--- config.mk ---
export PLATFORM = sky130hd
export DESIGN_NAME = buffer_arbiter
export DESIGN_NICKNAME = d
export VERILOG_FILES = /design/src/rtl/buffer_arbiter.sv
export SDC_FILE = /design/constraint.sdc
export NUM_CORES = 1
export LEC_CHECK = 0
export CORE_MARGIN = 2
export CORE_UTILIZATION = 28
export DETAILED_ROUTE_END_ITERATION = 7
export PLACE_DENSITY = 0.91
export SLEW_MARGIN = 30
export SYNTH_ARGS = -nofsm -noshare
export SYNTH_HDL_FRONTEND = slang
export SYNTH_SLANG_ARGS = --single-unit
--- constraint.sdc ---
create_clock -name clk -period 2.6 [get_ports clk]
set_input_delay 0.26 -clock clk [delete_from_list [all_inputs] [get_ports clk]]
set_output_delay 0.26 -clock clk [all_outputs]
set_load 0.02 [all_outputs]
--- src/rtl/buffer_arbiter.sv ---
// buffer_arbiter
//   Shares one buffer write port between two valid/ready requesters using
//   round-robin arbitration with bounded bursts. It also tracks buffer
//   occupancy and issues read strobes toward a downstream consumer.
//
//   Optional feature macro: BUFFER_ARBITER_STATS_EN
//     When defined, this adds per-port accepted-beat counters (stat_cnt0/1,
//     saturating) and a synchronous clear input (stat_clr).
//
// Ports:
//   clk, rst              clock and synchronous active-high reset
//   req0_*/req1_*         requester valid/data/ready handshakes
//   buf_wdata, buf_in_en  write data and write strobe to the buffer
//   buf_out_en            read strobe to the buffer
//   dn_ready, dn_valid    downstream ready; read data valid one cycle later
//   grant                 registered one-hot owner (00 when idle)
//   occupancy             number of words held in the buffer
module buffer_arbiter #(
  parameter int N     = 32,
  parameter int DEPTH = 8,
  parameter int BURST = 4
) (
  input  logic                       clk,
  input  logic                       rst,
  input  logic                       req0_valid,
  input  logic [N-1:0]               req0_data,
  output logic                       req0_ready,
  input  logic                       req1_valid,
  input  logic [N-1:0]               req1_data,
  output logic                       req1_ready,
  output logic [N-1:0]               buf_wdata,
  output logic                       buf_in_en,
  output logic                       buf_out_en,
  input  logic                       dn_ready,
  output logic                       dn_valid,
  output logic [1:0]                 grant,
  output logic [$clog2(DEPTH+1)-1:0] occupancy
`ifdef BUFFER_ARBITER_STATS_EN
  ,
  input  logic                       stat_clr,
  output logic [31:0]                stat_cnt0,
  output logic [31:0]                stat_cnt1
`endif
);

  localparam int OW = $clog2(DEPTH + 1);
  localparam int BW = $clog2(BURST + 1);

  typedef enum logic [1:0] {IDLE = 2'd0, OWN0 = 2'd1, OWN1 = 2'd2} state_t;

  state_t          state_reg;
  logic            last_owner_reg;
  logic [BW-1:0]   beat_cnt_reg;
  logic [OW-1:0]   occupancy_reg;
  logic            dn_valid_reg;
  logic [1:0]      grant_reg;

  logic not_full;
  logic accept0;
  logic accept1;
  logic burst_done;

  // Readiness is decided purely by space. A read in the same cycle does not
  // free a slot for a write, so a full buffer never accepts a word.
  assign not_full   = occupancy_reg < OW'(DEPTH);
  assign req0_ready = (state_reg == OWN0) && not_full;
  assign req1_ready = (state_reg == OWN1) && not_full;
  assign accept0    = req0_valid && req0_ready;
  assign accept1    = req1_valid && req1_ready;
  assign buf_in_en  = accept0 || accept1;
  assign buf_wdata  = accept0 ? req0_data : (accept1 ? req1_data : '0);
  assign buf_out_en = dn_ready && (occupancy_reg != '0);
  // The beat being accepted now is the last one the burst allows.
  assign burst_done = buf_in_en && (beat_cnt_reg == BW'(BURST - 1));

  assign dn_valid  = dn_valid_reg;
  assign grant     = grant_reg;
  assign occupancy = occupancy_reg;

  always_ff @(posedge clk) begin
    if (rst) begin
      state_reg      <= IDLE;
      grant_reg      <= 2'b00;
      last_owner_reg <= 1'b1;
      beat_cnt_reg   <= '0;
      occupancy_reg  <= '0;
      dn_valid_reg   <= 1'b0;
    end else begin
      occupancy_reg <= occupancy_reg + OW'(buf_in_en) - OW'(buf_out_en);
      dn_valid_reg  <= buf_out_en;
      case (state_reg)
        IDLE: begin
          if (req0_valid && req1_valid) begin
            // Tie goes to whichever port did not own the buffer last.
            if (last_owner_reg) begin
              state_reg <= OWN0;
              grant_reg <= 2'b01;
            end else begin
              state_reg <= OWN1;
              grant_reg <= 2'b10;
            end
          end else if (req0_valid) begin
            state_reg <= OWN0;
            grant_reg <= 2'b01;
          end else if (req1_valid) begin
            state_reg <= OWN1;
            grant_reg <= 2'b10;
          end
        end
        OWN0: begin
          if (burst_done || !req0_valid) begin
            last_owner_reg <= 1'b0;
            beat_cnt_reg   <= '0;
            if (req1_valid) begin
              state_reg <= OWN1;
              grant_reg <= 2'b10;
            end else if (!req0_valid) begin
              state_reg <= IDLE;
              grant_reg <= 2'b00;
            end
            // Otherwise stay in OWN0 with a fresh burst.
          end else if (accept0) begin
            beat_cnt_reg <= beat_cnt_reg + 1'b1;
          end
        end
        OWN1: begin
          if (burst_done || !req1_valid) begin
            last_owner_reg <= 1'b1;
            beat_cnt_reg   <= '0;
            if (req0_valid) begin
              state_reg <= OWN0;
              grant_reg <= 2'b01;
            end else if (!req1_valid) begin
              state_reg <= IDLE;
              grant_reg <= 2'b00;
            end
          end else if (accept1) begin
            beat_cnt_reg <= beat_cnt_reg + 1'b1;
          end
        end
        default: begin
          state_reg <= IDLE;
          grant_reg <= 2'b00;
        end
      endcase
    end
  end

`ifdef BUFFER_ARBITER_STATS_EN
  logic [31:0] stat_cnt0_reg;
  logic [31:0] stat_cnt1_reg;

  // Clear wins over a same-cycle increment; counters hold at all-ones.
  always_ff @(posedge clk) begin
    if (rst || stat_clr) begin
      stat_cnt0_reg <= '0;
      stat_cnt1_reg <= '0;
    end else begin
      if (accept0 && (stat_cnt0_reg != '1)) stat_cnt0_reg <= stat_cnt0_reg + 1'b1;
      if (accept1 && (stat_cnt1_reg != '1)) stat_cnt1_reg <= stat_cnt1_reg + 1'b1;
    end
  end

  assign stat_cnt0 = stat_cnt0_reg;
  assign stat_cnt1 = stat_cnt1_reg;
`endif

endmodule

# Yosys cells after proc, flatten, opt, wreduce, memory -nomap -nowiden
# Cells that the tools add are included.
[op_classes]
n_lt_le_gt_ge = 1
mux = 21
n_reduce_logical = 18
n_eq_ne = 10
add_sub_neg = 3
[ops]
columns = ["op", "n"]
rows = [
  ["32-bit two-way mux", 2],
  ["2-bit two-way mux", 10],
  ["3-bit two-way mux", 4],
  ["1-bit logical AND", 7],
  ["3-bit by 2-bit inequality test with 1-bit output (second input constant)", 2],
  ["3-bit inequality test (second input constant)", 2],
  ["2-bit case mux with 3 select lines", 1],
  ["3-bit case mux with 2 select lines", 1],
  ["3-bit AND reduction", 2],
  ["5-bit AND reduction", 1],
  ["4-bit by 1-bit adder with 4-bit output", 1],
  ["4-bit < comparator (second input constant)", 1],
  ["2-bit by 1-bit inequality test with 1-bit output (second input constant)", 2],
  ["4-bit inequality test (second input constant)", 1],
  ["4-bit nonzero test", 1],
  ["4-bit by 1-bit subtractor with 4-bit output", 1],
  ["3-bit by 1-bit adder with 3-bit output (second input constant)", 1],
  ["3-bit by 2-bit == test with 1-bit output (second input constant)", 1],
  ["1-bit logical OR", 3],
  ["2-bit by 1-bit == test with 1-bit output (second input constant)", 1],
  ["2-bit == test (second input constant)", 1],
  ["1-bit zero test", 2],
  ["2-bit zero test", 1],
  ["1-bit two-way mux", 2],
  ["other kinds (2)", 2],
]
[word_totals]
output_inout_bits = 43
wordCells = 58
reg_bits = 11
in_bits = 69

# Longest topological paths before layout
[depth]
word_depth = 8
mapped_depth = 10

# Worst setup path after synthesis
# Ideal clock, no wire load.
[synth_path]
path_type = "register to register"
start = "register occupancy_reg[3] (netlist: occupancy[3])"
end = "register occupancy_reg[2] (netlist: occupancy[2])"
path_stages_with_launch = 11
t_arrival_ns = 2.357
setup_slack_ns = 0.114
cell_sequence = "dfxtp_1 > inv_1 > ha_1 > a31oi_1 > ha_1 > inv_1 > ha_1 > inv_1 > fa_1 > xor2_1 > nor2_1"
[synth_rtl]
columns = ["item", "line", "rtl"]
rows = [
  ["start, declared", "54", "logic [OW-1:0] occupancy_reg;"],
  ["start signal, assigned", "89", "occupancy_reg <= occupancy_reg + OW'(buf_in_en) - OW'(buf_out_en);"],
  ["4-bit nonzero test", "72", "assign buf_out_en = dn_ready && (occupancy_reg != '0);"],
  ["1-bit logical AND", "72", ""],
  ["via buf_out_en", "33", "output logic buf_out_en,"],
  ["4-bit by 1-bit subtractor with 4-bit output", "89", ""],
]
# The timed path passes the listed nets, and every way through them passes these cells.
# A chain may end at the register's enable or synchronous reset.

==> summary.md <==
| Metric | Value |
|---|---|
| Post-CTS sizing | 0 |
| Routed Antenna Nets | 0 |
| Max cap viols | 0 |
| Critical Path AT | 2.25 ns |
| Peak VDD IR | 0.631 mV |
| Fmax | 398 MHz |
| Combinational Power Share | 0.734 |
| GRT Util Overall | 0.188 |
| First-pass GRT wire length | 6240 µm |
| Final setup margin | 0.0867 ns |
| Sw frac | 0.426 |
| Antenna violations before repair | 0 |
| Critical path cell sequence | inv_1, ha_1, and2b_2, nand2_1, a21oi_2, buf_12, a22o_1, clkdlybuf4s50_1 |
| Via count | 1380 |
| Share of the synthesized area in the top cell type | 0.269 |
| Relative slew slack | 0.634 |
| Internal power | 1.00 mW |
| Critical Path End | buf_wdata[2] |
| Sink Count | 11 |
| Setup TNS Final | 0 ns |
| Yosys reg bits | 11 |
| R2R depth | 10 |
| Initial Util | 0.289 |
| CTS tree | built |
| Area growth, synth to finish | 124% |
| Drt total wl | 4100 µm |
| Mapped Avg Cell Area | 8.53 µm² |
| Worst-margin pin slew | 0.543 ns |
| Pre-CTS worst setup slack | 0.244 ns |
| Worst-path fanout max | 21 |
| Max reg flops | 4 |
| Tot Pwr | 1.74 mW |
| Worst skew pair latency | 0.24 ns |
| Gate Count Post-Synth | 122 |
| Critical setup path kind | register to primary output |
| CP Launch Point | grant[0] |
| Total grt overflow | 0 |
| CP delay by family, top | buffers and inverters |
| IO Port Bufs | 111 |
| Slew Viols, Final | 0 |
| RR Startpoint | occupancy[3] |
| R2R setup slack | 0.34 ns |
| Worst Hold Class | register to register |
| Core Area | 3610 µm² |
| H-tree levels | 1 |
| Starting DRT DRC Count | 46 |
| Post-CTS Hold Fix Bufs | 0 |
| Mapped Area | 1040 µm² |
| Worst Path Required | 2.34 ns |
| FFs w/ async S/R, synth | 0 |
| Clk root buf | clkbuf_8 |
| Distinct cell type count after synthesis | 30 |
| CP peak stage delay | 0.53 ns |
| Die area | 4220 µm² |
| Via/cell ratio | 4.88 |
| Dpl cell area | 2250 µm² |
| Number of setup buffers added after CTS | 0 |
| Avg WL per Cell | 14.5 µm |
| Run status | completed |
| Routability-driven placement congestion ratio | 0.877 |
| Dpl cells | 279 |
| Die X | 65.0 µm |
| Switching pwr | 0.744 mW |
| Clk pwr share | 0.102 |
| Worst reg2reg path endpoint | occupancy[3] |
| CP Depth | 8 |
| Register area share after synthesis | 0.212 |
| Clk slew on worst S/H paths | 0.05 ns |
| Die Y | 65.0 µm |
| Worst-case clock buffer depth | 2 |
| Final Skew | 0.000532 ns |
| Sequential share of power | 0.164 |
| Net Count, Synth | 203 |
| Residual DRC | 0 |
| Crit path buffers/inverters | 3 |
| Final period utilization | 0.967 |
| Num CTS Buffers | 3 |
| EDFF count, synth | 0 |
| Dpl hpwl | 3280 µm |
| Synth area leaders | a22o_1 (27%), dfxtp_1 (21%), ha_1 (13%) |
| Leak | 1.17 nW |
| Cell area after layout | 2340 µm² |
| Antenna diodes | 0 |
| Drt first pass iters | 4 |
| Fin cells | 283 |
| Final nets | 317 |
| Largest net degree at the start of global routing | 33 |
| Dominant synthesized flop cell | dfxtp_1 |
| Crit path max-delay cell type | clkdlybuf4s50_1 |
| Area leader, netlist | a22o_1 |
| YS warnings | 0 |
| Worst Setup Start Kind | register |
| Layout cells sized above 1 | 0.0681 |
| Power Dens Cells | 747 nW/µm² |
| Vias in the first global route | 1339 |
| CP Capture Type | primary output |
| Fin. Hold Viols | 0 |
| Cell row count | 22 |
| Min Clock Period, post-route | 2.51 ns |
| Final Setup Violations | 0 |
| Num ports | 112 |
cells in the mapped netlist (2+ instances only):
cell	count
a22o_1	32
inv_1	12
dfxtp_1	11
ha_1	11
nand2_1	8
a21oi_1	5
clkbuf_1	4
nor2_1	4
and2b_2	3
buf_2	3
mux2i_1	3
nand2b_1	3
nor2b_1	3
o21ai_0	3
or3_1	2
worst min-delay path, cell delays in order (launching register included):
cell,delay (ns)
dfxtp_1,0.30
nand2_1,0.05
a21oi_1,0.05
cell families (layout without fill, tap and decap cells):
family,after synthesis,in the layout,share of synthesized area
buf+inv,19,132,0.0721
simple gates,27,27,0.147
compound gates,48,48,0.373
flops,11,11,0.212
mux,3,3,0.0288
fa+ha+maj,12,12,0.151
xor+xnor,2,2,0.0168
worst min path at each step:
stage / from / endpoint / slack [ns] / cells after the start
floorplan: beat_cnt_reg[2] / beat_cnt_reg[2] / 0.44 / 2
global placement: beat_cnt_reg[2] / beat_cnt_reg[2] / 0.44 / 2
detailed placement: beat_cnt_reg[2] / beat_cnt_reg[2] / 0.45 / 2
CTS: beat_cnt_reg[2] / beat_cnt_reg[2] / 0.45 / 2
global route: beat_cnt_reg[2] / beat_cnt_reg[2] / 0.47 / 2
finish: beat_cnt_reg[2] / beat_cnt_reg[2] / 0.45 / 2
cells in the final DEF (no fill, tap or decap), types with 2 or more instances in the layout:
cell type	n
buf_4	3
and2b_2	3
mux2i_1	3
dfxtp_1	11
clkbuf_8	3
or3_1	2
buf_12	2
a21oi_2	2
dlymetal6s2s_1	15
ha_1	10
nand2_1	8
clkdlybuf4s50_1	96
inv_1	12
a22o_1	32
nand2b_1	3
o21ai_0	3
a21oi_1	4
nor2b_1	3
nor2_1	3
layer usage:
metal / GRT usage / vias to the layer above / part of all wire
li1: - / 682 / -
met1: 0.193 / 630 / 0.38
met2: 0.375 / 59 / 0.52
met3: 0.0313 / 9 / 0.074
met4: 0.0638 / 0 / 0.019
met5: 0 / - / 0
power by group through the flow:
stage	Clock [mW]	Combinational (mW)	Sequential, mW
2_1_floorplan	0	0.680	0.329
3_3_place_gp	0	1.26	0.286
3_5_place_dp	0	1.29	0.288
4_1_cts	0.178	1.30	0.287
5_1_grt	0.186	1.39	0.298
6_report	0.177	1.28	0.286
per-stage QoR:
stage	util	hold slack [ns]
2_1_floorplan	-	0.436
3_3_place_gp	0.624	0.441
3_5_place_dp	0.624	0.446
4_1_cts	0.637	0.453
5_1_grt	0.648	0.473
6_report	0.648	0.454
final cells by class:
class                   instances  area (µm²)
clock buffers                   4        45.0
fillers                       285        1270
inverters                      12        45.0
multi-input cells              92         754
flip-flops and latches         11         220
well taps                      48        60.1
repair buffers                116        1210
No activity file was read; power rests on OpenSTA's default activity.
